$ cat config.mk
export PLATFORM = sky130hd
export DESIGN_NAME = tx_rr_arbiter
export DESIGN_NICKNAME = d
export VERILOG_FILES = /design/src/rtl/tx_rr_arbiter_pkg.sv /design/src/rtl/mux_selN.sv /design/src/rtl/tx_rr_arbiter.sv
export SDC_FILE = /design/constraint.sdc
export NUM_CORES = 1
export LEC_CHECK = 0
export BUFFER_PORTS_ARGS = -buffer_cell sky130_fd_sc_hd__buf_4
export CORE_MARGIN = 5
export CORE_UTILIZATION = 45
export DETAILED_ROUTE_END_ITERATION = 10
export PLACE_DENSITY = 0.7
export SLEW_MARGIN = 20
export SYNTH_ARGS = -nofsm -noshare
export SYNTH_HDL_FRONTEND = slang
export SYNTH_SLANG_ARGS = --single-unit
$ cat constraint.sdc
create_clock -name clk -period 7 [get_ports clk]
set_clock_uncertainty 0.2 [all_clocks]
set_input_delay 0.7 -clock clk [delete_from_list [all_inputs] [get_ports clk]]
set_output_delay 0.7 -clock clk [all_outputs]
set_load 0.005 [all_outputs]
$ cat src/rtl/tx_rr_arbiter_pkg.sv
// Shared constants for the UART TX round-robin arbiter: FSM state encoding
// and the timeout counter width helper.
package tx_rr_arbiter_pkg;

  // FSM state encoding; values are fixed so other uart_dualwatch blocks can decode them.
  typedef enum logic [1:0] {
    ST_IDLE  = 2'd0,
    ST_START = 2'd1,
    ST_WAIT  = 2'd2
  } arb_state_t;

  // Counter width that holds 0 .. cyc-1 without overflow (at least 1 bit).
  function automatic int cnt_width(input int cyc);
    return (cyc > 1) ? $clog2(cyc) : 1;
  endfunction

endpackage

$ cat src/rtl/mux_selN.sv
// Generic N:1 mux over a flattened bus; lane i sits at [IN_WIDTH*i +: IN_WIDTH].
module mux_selN #(
  parameter int SEL_WIDTH = 2,
  parameter int IN_WIDTH  = 8
) (
  input  logic [SEL_WIDTH-1:0]               sel,
  input  logic [IN_WIDTH*(2**SEL_WIDTH)-1:0] din,
  output logic [IN_WIDTH-1:0]                dout
);

  localparam int N = 2**SEL_WIDTH;

  logic [IN_WIDTH-1:0] lanes [N];

  for (genvar g = 0; g < N; g++) begin : g_lane
    assign lanes[g] = din[IN_WIDTH*g +: IN_WIDTH];
  end

  assign dout = lanes[sel];

endmodule

$ cat src/rtl/tx_rr_arbiter.sv
// Round-robin arbiter sharing one UART transmitter among N requesters.
// Handshake: a requester holds req[i] high as a level; once it owns the
// transmitter (grant[i]) the transfer runs to completion even if req[i]
// drops, and ends with a one-cycle ack[i] on tx_done or on WAIT timeout.
// tx_start is a one-cycle pulse; tx_data is held from tx_start to tx_done.
module tx_rr_arbiter
  import tx_rr_arbiter_pkg::*;
#(
  parameter int SEL_WIDTH   = 2,
  parameter int DATA_WIDTH  = 8,
  parameter int TIMEOUT_CYC = 1_000_000
) (
  input  logic                                 clk,
  input  logic                                 rst_n,
  input  logic [(2**SEL_WIDTH)-1:0]            req,
  input  logic [DATA_WIDTH*(2**SEL_WIDTH)-1:0] req_data,
  input  logic                                 tx_busy,
  input  logic                                 tx_done,
  output logic                                 tx_start,
  output logic [DATA_WIDTH-1:0]                tx_data,
  output logic [SEL_WIDTH-1:0]                 sel,
  output logic [(2**SEL_WIDTH)-1:0]            grant,
  output logic [(2**SEL_WIDTH)-1:0]            ack,
  output logic                                 timeout,
  output arb_state_t                           dbg_state
);

  localparam int N     = 2**SEL_WIDTH;
  localparam int CNT_W = cnt_width(TIMEOUT_CYC);
  localparam logic [CNT_W-1:0] CNT_LAST = CNT_W'(TIMEOUT_CYC - 1);

  arb_state_t           state, state_nxt;
  logic [SEL_WIDTH-1:0] ptr, ptr_nxt;
  logic [SEL_WIDTH-1:0] sel_nxt;
  logic [N-1:0]         grant_nxt, ack_nxt;
  logic                 tx_start_nxt, timeout_nxt;
  logic [CNT_W-1:0]     cnt, cnt_nxt;
  logic                 pick_valid;
  logic [SEL_WIDTH-1:0] pick_idx;

  // Round-robin pick: first set req bit at or after ptr, wrapping modulo N.
  always_comb begin
    pick_valid = 1'b0;
    pick_idx   = ptr;
    for (int i = N - 1; i >= 0; i--) begin
      if (req[ptr + SEL_WIDTH'(i)]) begin
        pick_valid = 1'b1;
        pick_idx   = ptr + SEL_WIDTH'(i);
      end
    end
  end

  // Next-state and next-output logic; outputs are registered so they are glitch-free.
  always_comb begin
    state_nxt    = state;
    ptr_nxt      = ptr;
    sel_nxt      = sel;
    grant_nxt    = grant;
    ack_nxt      = '0;
    tx_start_nxt = 1'b0;
    timeout_nxt  = 1'b0;
    cnt_nxt      = cnt;
    case (state)
      ST_IDLE: begin
        if (pick_valid && !tx_busy) begin
          sel_nxt            = pick_idx;
          grant_nxt          = '0;
          grant_nxt[pick_idx] = 1'b1;
          state_nxt          = ST_START;
        end
      end
      ST_START: begin
        tx_start_nxt = 1'b1;
        cnt_nxt      = '0;
        state_nxt    = ST_WAIT;
      end
      ST_WAIT: begin
        // tx_done wins over a coinciding expiry, so timeout is only flagged without it.
        if (tx_done || (cnt == CNT_LAST)) begin
          ack_nxt      = '0;
          ack_nxt[sel] = 1'b1;
          timeout_nxt  = !tx_done;
          ptr_nxt      = sel + SEL_WIDTH'(1);
          grant_nxt    = '0;
          state_nxt    = ST_IDLE;
        end else begin
          cnt_nxt = cnt + CNT_W'(1);
        end
      end
      default: begin
        grant_nxt = '0;
        state_nxt = ST_IDLE;
      end
    endcase
  end

  // State and registered outputs; reset drops ownership without acking.
  always_ff @(posedge clk or negedge rst_n) begin
    if (!rst_n) begin
      state    <= ST_IDLE;
      ptr      <= '0;
      sel      <= '0;
      grant    <= '0;
      ack      <= '0;
      tx_start <= 1'b0;
      timeout  <= 1'b0;
      cnt      <= '0;
    end else begin
      state    <= state_nxt;
      ptr      <= ptr_nxt;
      sel      <= sel_nxt;
      grant    <= grant_nxt;
      ack      <= ack_nxt;
      tx_start <= tx_start_nxt;
      timeout  <= timeout_nxt;
      cnt      <= cnt_nxt;
    end
  end

  assign dbg_state = state;

  // tx_data follows the registered owner, so it cannot move during a transfer.
  mux_selN #(
    .SEL_WIDTH(SEL_WIDTH),
    .IN_WIDTH (DATA_WIDTH)
  ) u_data_mux (
    .sel (sel),
    .din (req_data),
    .dout(tx_data)
  );

endmodule

==> summary.md <==
| Metric | Value |
|---|---|
| Final wirelength | `about 4700 um` |
| Top_reg_cell synth | `dfrtp_1` |
| Internal Power | `a little under 500 uW` |
| Post-Layout Cell Count | `305` |
| Post-synthesis sequential area ratio | `between 40% and 50%` |
| CTS tree | `done` |
| Hold Vio Cnt, Final | `0` |
| Final TNS setup | `0 ps` |
| Clk Latency, worst-skew pair | `about 290 ps` |
| Final Wtd Congestion | `roughly 0.79` |
| H-tree depth | `2` |
| Pre-Repair DR Iteration Count | `4` |
| DR iter-0 viols | `between 90 and 100` |
| Root buf cell | `clkbuf_8` |
| CP Cell Sequence | `mux4_2, buf_4` |
| Syn Area/Cell | `about 11 sq um` |
| Gate power share | `36.9%` |
| Critical path class | `reg -> out` |
| Most common library cell in the layout ignoring fill and taps | `buf_4` |
| Post-CTS Hold Fix Bufs | `0` |
| RSZ-0062 raised after global routing | `no` |
| Die Area | `about 6000 sq um` |
| Starting Density | `between 40% and 50%` |
| Worst hold path type | `in -> async` |
| Post-Synthesis Cells | `~190` |
| HPWL after DPL | `3626 um` |
| Arrival time worst endpoint | `~1700 ps` |
| Syn-to-layout area delta | `28.87%` |
| Pwr Density | `between 200 and 300 nW/um^2` |
| Clock-pin slew on the worst setup and hold paths | `about 80 ps` |
| Crit Path Max Fanout | `12` |
| Top post-synthesis cells by area | `dfrtp_1 (45%), mux4_2 (8.9%), nand3_1 (3.5%)` |
| Status | `complete, no violations` |
| Post-Synth Adder-Cell Area | `a little over 3%` |
| Fraction of synthesized area in multiplexers | `around 11%` |
| Endpoint type of the worst setup path | `primary output` |
| N_diodes | `0` |
| #FFs+latches synth | `36` |
| Vias in the first global route | `~1700` |
| Total CTS buffers | `5` |
| Post-synth top area cell | `dfrtp_1` |
| Sequential power share | `approximately two fifths` |
| Required time at the worst-slack endpoint | `roughly 6100 ps` |
| Setup bufs post-CTS | `0` |
| Buffer and inverter count on the worst path | `1` |
| Period utilisation layout | `37.62%` |
| Max-cap viol count | `0` |
| Core Region | `around 4400 sq um` |
| Worst slew pin tran | `roughly 640 ps` |
| Critical Path Max Stage Delay | `just over 700 ps` |
| Drt drc | `0` |
| Initial antenna violation count | `0` |
| Net count, final | `297` |
| Die width | `between 70 and 80 um` |
| Commonest non-fill, non-tap cells in the layout | `buf_4 (61), dfrtp_1 (36), nand3_1 (14), nand2_1 (14), nor2_1 (12)` |
| Final setup viols | `0` |
| Post-synth top area share | `44.61%` |
| Pin count of the biggest net entering global routing | `37` |
| Grt total ovfl | `0` |
| Synth warn | `0` |
| Slew headroom | `56.69%` |
| Vias/cell | `5.538` |
| Cell family with the largest share of critical-path delay | `flip-flops` |
| Port Buffer Count | `61` |
| Compound-Gate Fraction of Synth Area | `a little under an eighth` |
| Clock share of power | `21.5%` |
| Worst path slowest cell | `dfrtp_1` |
| Worst vdd ir | `0.1506 mV` |
| Switch Pwr | `around 240 uW` |
| Minimum clock period | `2633 ps` |
| GRT Total Usage | `approximately 17%` |
| Max Slew Vio Count | `0` |
| Startpoint Class | `flip-flop` |
| Asr flop ratio synth | `100.0%` |
| Layout cells sized above 1 | `between 30% and 40%` |
| First-pass GRT wire length | `just under 8000 um` |
| Fmax | `around 380 MHz` |
| Ports | `a little over 60` |
| Row cnt | `24` |
| Gates resized, CTS repair | `0` |
| Post-synthesis simple-gate area fraction | `about a quarter` |
| Leak | `0.001226 uW` |
| Placed Cells incl. Taps | `between 200 and 300` |
| Post-Synth XOR/XNOR Area | `roughly 3.0%` |
| Via count | `approximately 1700` |
| Post-synth EDFFs | `0` |
| Wire per inst | `~15 um` |
| DIE HEIGHT | `between 70 and 80 um` |
| CTS Buffer Depth | `2` |
| Switching Fraction | `between 30 and 40%` |
| Cell Area, Synth | `a little over 2000 sq um` |
| Final ANT Viol Nets | `0` |
| Synth Net Count | `around 230` |
| Total clock sinks | `36` |
| Largest family of logic cells by synthesized area | `simple AND/OR/NAND/NOR gates` |
| Netlist cell types | `44` |
==> cell type report <==
class                   count  area (sq um)
clock buffers               7         86.33
clock inverters             1         7.507
fillers                   365          1752
inverters                   6         22.52
multi-input cells         142          1062
flip-flops and latches     36         900.9
well taps                  52         65.06
repair buffers             61         457.9
==> stage by stage <==
stage	hold slack [ps]	setup WS [ps]	total power, uW	cell area, sq um	utilization [%]
floorplan	204.4	4608	453.0	2019	-
global placement	293.9	4507	571.7	2509	57.61
detailed placement	305.6	4480	574.6	2509	57.61
CTS	172.8	4310	730.7	2603	59.77
global route	189.0	4194	779.6	2603	59.77
finish	153.8	4367	721.9	2603	59.77
==> synthesized netlist by cell type, drive strengths merged, types with 5 or more instances <==
| cell | number |
|---|---|
| nor3b | 7 |
| o21ai | 12 |
| inv | 6 |
| nor3 | 6 |
| nand3 | 14 |
| o31ai | 5 |
| mux4 | 8 |
| nand2 | 14 |
| dfrtp | 36 |
| and3 | 5 |
| o211ai | 5 |
| xor2 | 5 |
| nor2 | 14 |
| ha | 5 |
==> routing by layer <==
metal,wire (um),track usage [%]
met5,0,0
met4,31,4.296
met3,228,4.801
met2,2495,28.01
met1,1947,20.54
==> flip-flops by register name, indices dropped and copies added (netlist names) <==
register / count
ack: 4
cnt: 20
sel: 2
timeout: 1
grant: 4
tx_start: 1
dbg_state: 2
ptr: 2
==> kinds of logic (layout without fill, tap and decap cells) <==
group | after synthesis | count (layout)
flip-flops | 36 | 36
XOR/XNOR | 7 | 7
AO/OA/AOI/OAI | 33 | 33
AND/OR/NAND/NOR | 86 | 86
buffers and inverters | 11 | 75
multiplexers | 11 | 11
adder cells (fa/ha/maj) | 5 | 5
==> path summary, 6_finish.rpt <==
kind | startpoint | end | slack, ps | cells past startpoint
min | rst_n | cnt[0]$_DFFE_PN0P_ | 150 | 1
max in group asynchronous | rst_n | ack[0]$_DFF_PN0_ | 6120 | 1
max | sel[0]$_DFFE_PN0P_ | tx_data[2] | 4370 | 2
min reg2reg | cnt[19]$_DFFE_PN0P_ | cnt[19]$_DFFE_PN0P_ | 320 | 1
max reg2reg | cnt[7]$_DFFE_PN0P_ | cnt[5]$_DFFE_PN0P_ | 4460 | 5
min in group clk | cnt[19]$_DFFE_PN0P_ | cnt[19]$_DFFE_PN0P_ | 320 | 1
==> power by group through the flow <==
stage / Clock, uW / Sequential, uW / Combinational [uW]
global placement: 0 / 304 / 268
global route: 170 / 312 / 297
floorplan: 0 / 274 / 179
detailed placement: 0 / 304 / 270
finish: 155 / 300 / 267
CTS: 158 / 301 / 271
No activity file was read; power rests on OpenSTA's default activity.
